<file path="src/rtl/rptr_empty.sv">
// -----------------------------------------------------------------------------
// rptr_empty
// Read-side pointer and empty-flag control for a dual-clock asynchronous FIFO.
// Everything here runs in the read clock domain.
//
// The Gray write pointer from the write domain passes through a two-flop
// synchronizer before any use. The read pointer is kept in binary (for the RAM
// address) and in Gray (for the write domain to synchronize). The empty flag is
// registered and conservative: it may stay set a little longer than the true
// occupancy, but it never clears while the FIFO is really empty.
//
// Optional build macro: FIFO_RD_LEVEL_EN
//   Adds the registered fill level (rlevel) and almost-empty flag (raempty).
//   Without the macro these ports and all of their logic are absent.
//
// Parameters
//   ASIZE     : address width, FIFO depth = 2**ASIZE, pointers are ASIZE+1 bits
//   AEMPTY_TH : almost-empty threshold in entries (level option only)
//
// Ports
//   rclk    in   1        read clock, all flops on its rising edge
//   rrst    in   1        asynchronous active-high reset
//   rinc    in   1        pop request, honoured only while rempty is low
//   wptr    in   ASIZE+1  Gray write pointer, asynchronous to rclk
//   raddr   out  ASIZE    RAM read address, low bits of the binary read pointer
//   rptr    out  ASIZE+1  registered Gray read pointer for the write domain
//   rempty  out  1        registered empty flag
//   rlevel  out  ASIZE+1  registered fill level          (FIFO_RD_LEVEL_EN)
//   raempty out  1        registered almost-empty flag   (FIFO_RD_LEVEL_EN)
// -----------------------------------------------------------------------------
module rptr_empty #(
    parameter int ASIZE     = 4,
    parameter int AEMPTY_TH = 2
) (
    input  logic             rclk,
    input  logic             rrst,
    input  logic             rinc,
    input  logic [ASIZE:0]   wptr,
    output logic [ASIZE-1:0] raddr,
    output logic [ASIZE:0]   rptr,
    output logic             rempty
`ifdef FIFO_RD_LEVEL_EN
    ,
    output logic [ASIZE:0]   rlevel,
    output logic             raempty
`endif
);

    localparam int PW = ASIZE + 1;

    // Binary to reflected-binary Gray code.
    function automatic logic [ASIZE:0] bin2gray(input logic [ASIZE:0] b);
        return (b >> 1) ^ b;
    endfunction

`ifdef FIFO_RD_LEVEL_EN
    // Gray to binary: each binary bit is the XOR of all Gray bits at or above it.
    function automatic logic [ASIZE:0] gray2bin(input logic [ASIZE:0] g);
        logic [ASIZE:0] b;
        b[ASIZE] = g[ASIZE];
        for (int i = ASIZE - 1; i >= 0; i--) begin
            b[i] = b[i+1] ^ g[i];
        end
        return b;
    endfunction

    localparam logic [ASIZE:0] AEMPTY_TH_W = PW'(AEMPTY_TH);
`endif

    // Synchronizer stages, kept free of any logic between wptr and the first flop.
    logic [ASIZE:0] rq1_wptr_r;
    logic [ASIZE:0] rq2_wptr_r;

    // Read pointer state.
    logic [ASIZE:0] rbin_r;
    logic [ASIZE:0] rptr_r;
    logic           rempty_r;

    // Next-state values.
    logic           pop_s;
    logic [ASIZE:0] rbinnext_s;
    logic [ASIZE:0] rgraynext_s;
    logic           rempty_next_s;

    // Two-flop synchronizer bringing the Gray write pointer into rclk.
    always_ff @(posedge rclk or posedge rrst) begin
        if (rrst) begin
            rq1_wptr_r <= {PW{1'b0}};
            rq2_wptr_r <= {PW{1'b0}};
        end else begin
            rq1_wptr_r <= wptr;
            rq2_wptr_r <= rq1_wptr_r;
        end
    end

    // Next read pointer and empty decision.
    always_comb begin
        pop_s         = 1'b0;
        rbinnext_s    = rbin_r;
        rgraynext_s   = {PW{1'b0}};
        rempty_next_s = 1'b1;

        // A request against an empty FIFO is dropped, so the pointers hold.
        pop_s       = rinc & ~rempty_r;
        rbinnext_s  = rbin_r + {{ASIZE{1'b0}}, pop_s};
        rgraynext_s = bin2gray(rbinnext_s);
        // Comparing the pointer we are about to hold lets the pop of the last
        // entry raise rempty on that same edge. All ASIZE+1 bits must match,
        // so a full FIFO (same index, other lap) never looks empty.
        rempty_next_s = (rgraynext_s == rq2_wptr_r);
    end

    // Pointer and empty-flag registers.
    always_ff @(posedge rclk or posedge rrst) begin
        if (rrst) begin
            rbin_r   <= {PW{1'b0}};
            rptr_r   <= {PW{1'b0}};
            rempty_r <= 1'b1;
        end else begin
            rbin_r   <= rbinnext_s;
            rptr_r   <= rgraynext_s;
            rempty_r <= rempty_next_s;
        end
    end

    // Outputs come straight from flops; rptr in particular is crossed into the
    // write domain and must not glitch.
    assign raddr  = rbin_r[ASIZE-1:0];
    assign rptr   = rptr_r;
    assign rempty = rempty_r;

`ifdef FIFO_RD_LEVEL_EN
    logic [ASIZE:0] rwbin_s;
    logic [ASIZE:0] rlevel_next_s;
    logic           raempty_next_s;
    logic [ASIZE:0] rlevel_r;
    logic           raempty_r;

    // Fill level as seen from the read side, against the synchronized writer.
    always_comb begin
        rwbin_s        = {PW{1'b0}};
        rlevel_next_s  = {PW{1'b0}};
        raempty_next_s = 1'b1;

        rwbin_s = gray2bin(rq2_wptr_r);
        // Modulo subtraction across the lap bit yields 2**ASIZE when full.
        rlevel_next_s  = rwbin_s - rbinnext_s;
        raempty_next_s = (rlevel_next_s <= AEMPTY_TH_W);
    end

    // Level and almost-empty registers.
    always_ff @(posedge rclk or posedge rrst) begin
        if (rrst) begin
            rlevel_r  <= {PW{1'b0}};
            raempty_r <= 1'b1;
        end else begin
            rlevel_r  <= rlevel_next_s;
            raempty_r <= raempty_next_s;
        end
    end

    assign rlevel  = rlevel_r;
    assign raempty = raempty_r;
`endif

endmodule
</file>
<file path="config.mk">
export PLATFORM = sky130hd
export DESIGN_NAME = rptr_empty
export DESIGN_NICKNAME = d
export VERILOG_FILES = /design/src/rtl/rptr_empty.sv
export SDC_FILE = /design/constraint.sdc
export NUM_CORES = 1
export LEC_CHECK = 0
export ABC_AREA = 1
export CAP_MARGIN = 20
export CELL_PAD_IN_SITES_DETAIL_PLACEMENT = 1
export CELL_PAD_IN_SITES_GLOBAL_PLACEMENT = 2
export CORE_MARGIN = 5
export CORE_UTILIZATION = 29
export CTS_CLUSTER_SIZE = 24
export DETAILED_ROUTE_END_ITERATION = 10
export GPL_TIMING_DRIVEN = 0
export PLACE_DENSITY = 0.82
export RECOVER_POWER = 100
export SLEW_MARGIN = 25
export SYNTH_ARGS = -nofsm -noshare
export SYNTH_HDL_FRONTEND = slang
export SYNTH_SLANG_ARGS = --single-unit
</file>
<file path="constraint.sdc">
create_clock -name rclk -period 2.3 [get_ports rclk]
set_input_delay 0.23 -clock rclk [delete_from_list [all_inputs] [get_ports rclk]]
set_output_delay 0.23 -clock rclk [all_outputs]
set_load 0.02 [all_outputs]
</file>
==> results of run 1 <==
## worst reg2reg max path: stages, from the launching register on
cell	delay, ns
dfstp_1	0.55
nor2_1	0.06
ha_1	0.23
ha_1	0.34
inv_1	0.09
nand2_1	0.07
nand2_1	0.09
nand2_1	0.05
nand2_1	0.06
nand3_1	0.08
nor2_1	0.09
nand2_1	0.06
nor2_1	0.10
## synth_stat cells
library cell / instances / area [sq um]
inv_1: 10 / 37.5
nand3_2: 1 / 10.0
nand2_2: 5 / 31.3
xor2_1: 1 / 8.76
nand3_1: 5 / 25.0
dfstp_2: 1 / 26.3
nand2_1: 27 / 101
inv_2: 1 / 3.75
dfrtp_1: 19 / 475
nor2_1: 3 / 11.3
ha_1: 2 / 25.0
nand4_1: 4 / 25.0
buf_6: 1 / 11.3
nand3b_1: 2 / 15.0
## registers in the layout, indices dropped and copies added (netlist names)
signal and count:
rptr 4, rbin_r 5, rq1_wptr_r 5, rq2_wptr_r 5, rempty 1
## kinds of logic (layout without fill, tap and decap cells)
group,Yosys count,count (layout),share of synthesized area [%]
simple gates,47,47,27.1
buf+inv,12,33,6.51
flops,20,20,62.2
fa+ha+maj,2,2,3.10
xor+xnor,1,1,1.09
## stage by stage
stage	utilization, %	cells	hold WS (ns)
global placement	37.5	130	0.333
finish	38.5	134	0.361
detailed placement	37.5	130	0.336
floorplan	-	82	0.193
global route	38.5	134	0.375
CTS	38.8	134	0.346
## per-layer routing
metal / track usage [%] / vias to the layer above
li1: - / 294
met1: 10.3 / 280
met2: 14.1 / 17
met3: 3.24 / 6
met4: 4.77 / 0
met5: 0 / -
## area by class of cell
cell class | count | area (sq um) | share of cell area, %
Inverter | 11 | 41.3 | 3.96
Sequential cell | 20 | 502 | 48.1
Tap cell | 31 | 38.8 | 3.72
Clock buffer | 4 | 36.3 | 3.48
Buffer | 1 | 11.3 | 1.08
Multi-Input combinational cell | 50 | 243 | 23.3
Timing Repair Buffer | 17 | 170 | 16.3
## where the power goes
group	leakage (nW)	switching (mW)	internal (mW)
Clock	0.0210	0.113	0.0967
Combinational	0.274	0.429	0.271
Sequential	0.234	0.0586	0.448
## placed cells by master, fill, tap and decap left out
cell type,n
nand2_1,29
dfrtp_1,19
dlygate4sd3_1,16
inv_1,10
nand3_1,6
nand4_1,4
nand2_2,3
nor2_1,3
clkbuf_4,3
nand3b_1,2
ha_1,2
buf_6,1
inv_2,1
xor2_1,1
clkbuf_8,1
clkdlybuf4s50_1,1
dfstp_1,1
## worst paths after layout
check                                        start                       to  slack (ns)
hold / removal             rq1_wptr_r[2]$_DFF_PP0_  rq2_wptr_r[2]$_DFF_PP0_        0.36
hold reg to reg            rq1_wptr_r[2]$_DFF_PP0_  rq2_wptr_r[2]$_DFF_PP0_        0.36
setup reg to reg                  rempty$_DFF_PP1_         rempty$_DFF_PP1_        0.40
setup / recovery                  rempty$_DFF_PP1_         rempty$_DFF_PP1_        0.40
min in group asynchronous                     rrst  rq2_wptr_r[2]$_DFF_PP0_        0.47
max in group asynchronous                     rrst      rbin_r[1]$_DFF_PP0_        1.38
==> metrics.csv, run 1 <==
stage,metric,value,unit
detailed_routing,Vias/cell,4.46,
detailed_routing,met2 wire length,767,um
setup_path,Crit Path Category,reg -> reg,
logic_synthesis,sequential fraction of the synthesis area,62.2,%
detailed_routing,vias,597,
floorplan,Chip Width,62.8,um
grt,first-pass GRT wire length,2790,um
floorplan,core footprint,2710,sq um
logic_synthesis,Yosys cell types,14,
timing,Post-Route Skew,0.00110,ns
cts,TritonCTS buffer count,3,
floorplan,placement row count,19,
logic_synthesis,synthesized area per cell,9.84,sq um
power_and_ir_drop,power after layout,1.42,mW
grt,vias in the first global route,644,
power_and_ir_drop,VDD IR max,629,uV
cts,post-cts sizing count,0,
detailed_routing,routed length on met3,103,um
cts,clk buf depth,2,
detailed_routing,wire length on met1,691,um
layout,final instance area,1040,sq um
grt,GRT Residual Overflow,0,
cts,clock tree sinks,20,
detailed_routing,Post-Route WL,1590,um
cts,postcts setup bufs,0,
floorplan,IO Pins,18,
cts,Clock transition at path regs,0.12,ns
detailed_routing,post-route antenna net violation count,0,
grt,antenna violations before repair,0,
grt,largest net degree at the start of global routing,21,
setup_path,"critical path fanouts, max",4,
job,Max-cap violations,0,
timing,post-route setup slack,0.400,ns
setup_path,Crit path largest cell delay,0.55,ns
setup_path,Crit path top cell by count,nand2_1,
cts,clk_lat worst skew,0.30,ns
logic_synthesis,Mapped Area,807,sq um
power_and_ir_drop,Pwr Density,1360,nW/um^2
setup_path,Crit-path slowest cell,dfstp_1,
worst_hold_path,worst min path class,reg -> reg,
setup_path,CP top delay family,simple AND/OR/NAND/NOR gates,
setup_path,WP data required,2.55,ns
floorplan,die height,62.8,um
timing,Fmax achieved,0.526,GHz
place,Place WS,0.122,ns
timing,setup violators final,0,
setup_path,critical path data arrival time,2.15,ns
logic_synthesis,warning count from the yosys run,0,
worst_hold_path,Hold Crit Depth,0,
timing,final setup TNS,0,ns
setup_path,crit path buf inv count,1,
run_status,status,"complete, no violations",
setup_path,"Cell Chain, Critical Path",nor2_1 > ha_1 > ha_1 > inv_1 > nand2_1 > nand2_1 > nand2_1 > nand2_1 > nand3_1 > nor2_1 > nand2_1 > nor2_1,
place,Placer Congestion,0.700,
floorplan,die area,3940,sq um
logic_synthesis,Mapped Nets,92,
layout,FILL cells,329,
layout,antenna diode count,0,
timing,Worst Tran Pin Value,0.726,ns
place,placed cell area,1020,sq um
timing,RSZ-0062 raised after global routing,false,
cts,root buffer cell,clkbuf_4,
logic_synthesis,Syn Inst Count,82,
timing,Rel. slew slack,51.5,%
place,DP HPWL,1270,um
setup_path,startpoint types,flip-flop,
logic_synthesis,Yosys reg bits,20,
detailed_routing,drt drc,0,
power_and_ir_drop,leakage power,0.530,nW
cts,CTS tree,yes,
timing,"Hold Vio Cnt, Final",0,
floorplan,starting density of the core,29.8,%
detailed_routing,Avg WL per Cell,11.9,um
setup_path,Reg2Reg Depth,12,
detailed_routing,DR top layer,met4,
setup_path,number of cells on the critical path,12,
detailed_routing,initial DRC count,17,
layout,Final Net Count,114,
timing,crit share post-route,82.6,%
cts,H-Tree Depth,1,
setup_path,CP Capture Type,flip-flop,
timing,Final Slew Violations,0,
timing,fin crit period,1.90,ns
layout,share of cells above drive strength 1,8.74,%
grt,GRT Resource Usage Total,8.88,%
cts,CTS Hold Bufs,0,
place,port buffer count,17,
layout,Area growth syn-to-layout,29.1,%
detailed_routing,DR pass1 iterations,2,
Power figures use the tool's default switching activity.
==> run 2: changes to the inputs <==
==> constraint.sdc (replaced) <==
create_clock -name rclk -period 1.75 [get_ports rclk]
set_input_delay 0.175 -clock rclk [delete_from_list [all_inputs] [get_ports rclk]]
set_output_delay 0.175 -clock rclk [all_outputs]
set_load 0.02 [all_outputs]
==> run 2 against run 1 <==
Net effect:
- first-iteration DRC count decreased by 76%
- global-route usage about the same
- worst setup slack worse by 0.34 ns
- sequential power rose by 35%
- count of clock-buffer cells in the layout decreased by 1
- clock skew hardly changed
- combinational power grew 49%
- critical endpoint unchanged
==> metrics.csv, run 2 (same netlist as run 1, synthesis figures left out) <==
stage,metric,value,unit
run_status,status,"complete, no violations",
grt,antenna violations before repair,0,
cts,clk_lat worst skew,0.29,ns
job,Max-cap violations,0,
detailed_routing,DR pass1 iterations,3,
detailed_routing,Avg WL per Cell,11.7,um
grt,first-pass GRT wire length,2840,um
layout,"most common cell after layout, fill and taps aside",nand2_1,
cts,H-Tree Depth,1,
cts,Clock transition at path regs,0.11,ns
layout,top flop regs,"rbin_r (5), rq1_wptr_r (5), rq2_wptr_r (5)",
timing,crit share post-route,96.7,%
power_and_ir_drop,VDD IR max,775,uV
place,Inst Count DP,130,
detailed_routing,Vias/cell,4.38,
floorplan,starting density of the core,29.8,%
timing,post-route setup slack,0.0571,ns
cts,CTS tree,yes,
grt,vias in the first global route,657,
floorplan,Chip Width,62.8,um
layout,share of cells above drive strength 1,18.1,%
timing,Worst Tran Pin Value,0.749,ns
detailed_routing,post-route antenna net violation count,0,
grt,global routing usage on met3,3.42,%
setup_path,R2R Setup Slk,0.06,ns
floorplan,IO Pins,18,
detailed_routing,Post-Route WL,1590,um
setup_path,critical path data arrival time,1.93,ns
timing,setup violators final,0,
setup_path,CP Capture Type,flip-flop,
timing,WHS,0.364,ns
grt,GRT busiest layer,met2,
power_and_ir_drop,leakage power,0.554,nW
setup_path,Crit Path Category,reg -> reg,
power_and_ir_drop,Pwr Density,1890,nW/um^2
timing,Post-Route Skew,0.00116,ns
cts,clock tree sinks,20,
worst_hold_path,worst min path class,reg -> reg,
setup_path,startpoint types,flip-flop,
grt,GRT Residual Overflow,0,
floorplan,die height,62.8,um
place,Placer Congestion,0.703,
layout,most frequent cells in the layout,"nand2_1, dfrtp_1, clkdlybuf4s50_1, inv_1, dlygate4sd3_1",
detailed_routing,vias,595,
timing,Fmax achieved,0.591,GHz
grt,met1 usage,9.98,%
place,Place WS,-0.277,ns
grt,met2 Use GR,15.0,%
timing,"Hold Vio Cnt, Final",0,
grt,GRT Resource Usage Total,8.84,%
layout,antenna diode count,0,
layout,Finished Layout Cells,136,
grt,largest net degree at the start of global routing,21,
timing,fin crit period,1.69,ns
cts,clk buf depth,2,
timing,Rel. slew slack,50.0,%
timing,Final Slew Violations,0,
floorplan,placement row count,19,
setup_path,WP data required,1.99,ns
cts,TritonCTS buffer count,3,
cts,CTS Hold Bufs,0,
setup_path,"critical path fanouts, max",4,
cts,root buffer cell,clkbuf_4,
timing,RSZ-0062 raised after global routing,true,
layout,Final Net Count,116,
timing,final setup TNS,0,ns
place,DP HPWL,1230,um
detailed_routing,initial DRC count,4,
place,port buffer count,17,
detailed_routing,drt drc,0,
floorplan,die area,3940,sq um
layout,Area growth syn-to-layout,37.1,%
floorplan,core footprint,2710,sq um
[run 2: changes by cell type in the layout (fill, tap and decap cells not counted), moves of 2 or more]
cell / change
clkdlybuf4s50_1: +9
buf_4: +2
nand2_1: -2
ha_1: -2
nand3_2: +2
dlygate4sd3_1: -10
nand2_2: +2
nand3_1: -2
[run 2: stage by stage]
stage	util, %	cell area, sq um	power, mW
final	40.8	1110	2.09
after floorplan	-	820	1.34
after detailed placement	38.0	1030	1.71
after global routing	40.8	1110	2.26
after global placement	38.0	1030	1.68
after CTS	40.5	1100	2.12
[run 2: timing repair]
item                       CTS  global route
resized for setup            1             4
setup endpoints to repair    1             2
setup buffers                2             0
pin swaps                    0             1
[run 2: final cells by class]
cell class | instances | area [sq um]
sequential | 20 | 502
fill | 321 | 1600
inverter | 11 | 41.3
tap | 31 | 38.8
clock buffer | 3 | 22.5
timing repair buffer | 19 | 188
clock inverter | 1 | 30.0
buffer | 1 | 11.3
multi-input combinational | 50 | 273
[run 2: path summary, 6_finish.rpt]
path                                          from                      end  cells after the start
setup / recovery                  rempty$_DFF_PP1_         rempty$_DFF_PP1_                     11
hold / removal             rq1_wptr_r[4]$_DFF_PP0_  rq2_wptr_r[4]$_DFF_PP0_                      0
setup reg to reg                  rempty$_DFF_PP1_         rempty$_DFF_PP1_                     11
hold reg to reg            rq1_wptr_r[4]$_DFF_PP0_  rq2_wptr_r[4]$_DFF_PP0_                      0
max in group asynchronous                     rrst      rbin_r[4]$_DFF_PP0_                      2
min in group asynchronous                     rrst  rq1_wptr_r[0]$_DFF_PP0_                      2
[run 2: worst max-delay path, cell delays in order, from the launching register on]
cell,delay [ns]
dfstp_2,0.55
nor2_1,0.05
ha_2,0.19
ha_4,0.29
inv_2,0.04
nand2_1,0.07
nand3b_1,0.08
nand2_1,0.07
nand3_1,0.08
nor2_1,0.09
nand2_1,0.05
nor2_1,0.09
[run 2: metal layers]
layer,part of all wire (%),wire length [um]
met1,44,694
met2,50,791
met3,6.7,107
met4,0,0
met5,0,0
[run 2: power breakdown]
part	total, mW	switching (mW)	internal [mW]
Sequential	0.683	0.0919	0.591
Combinational	1.04	0.585	0.450
Clock	0.374	0.143	0.231
Total	2.09	0.820	1.27
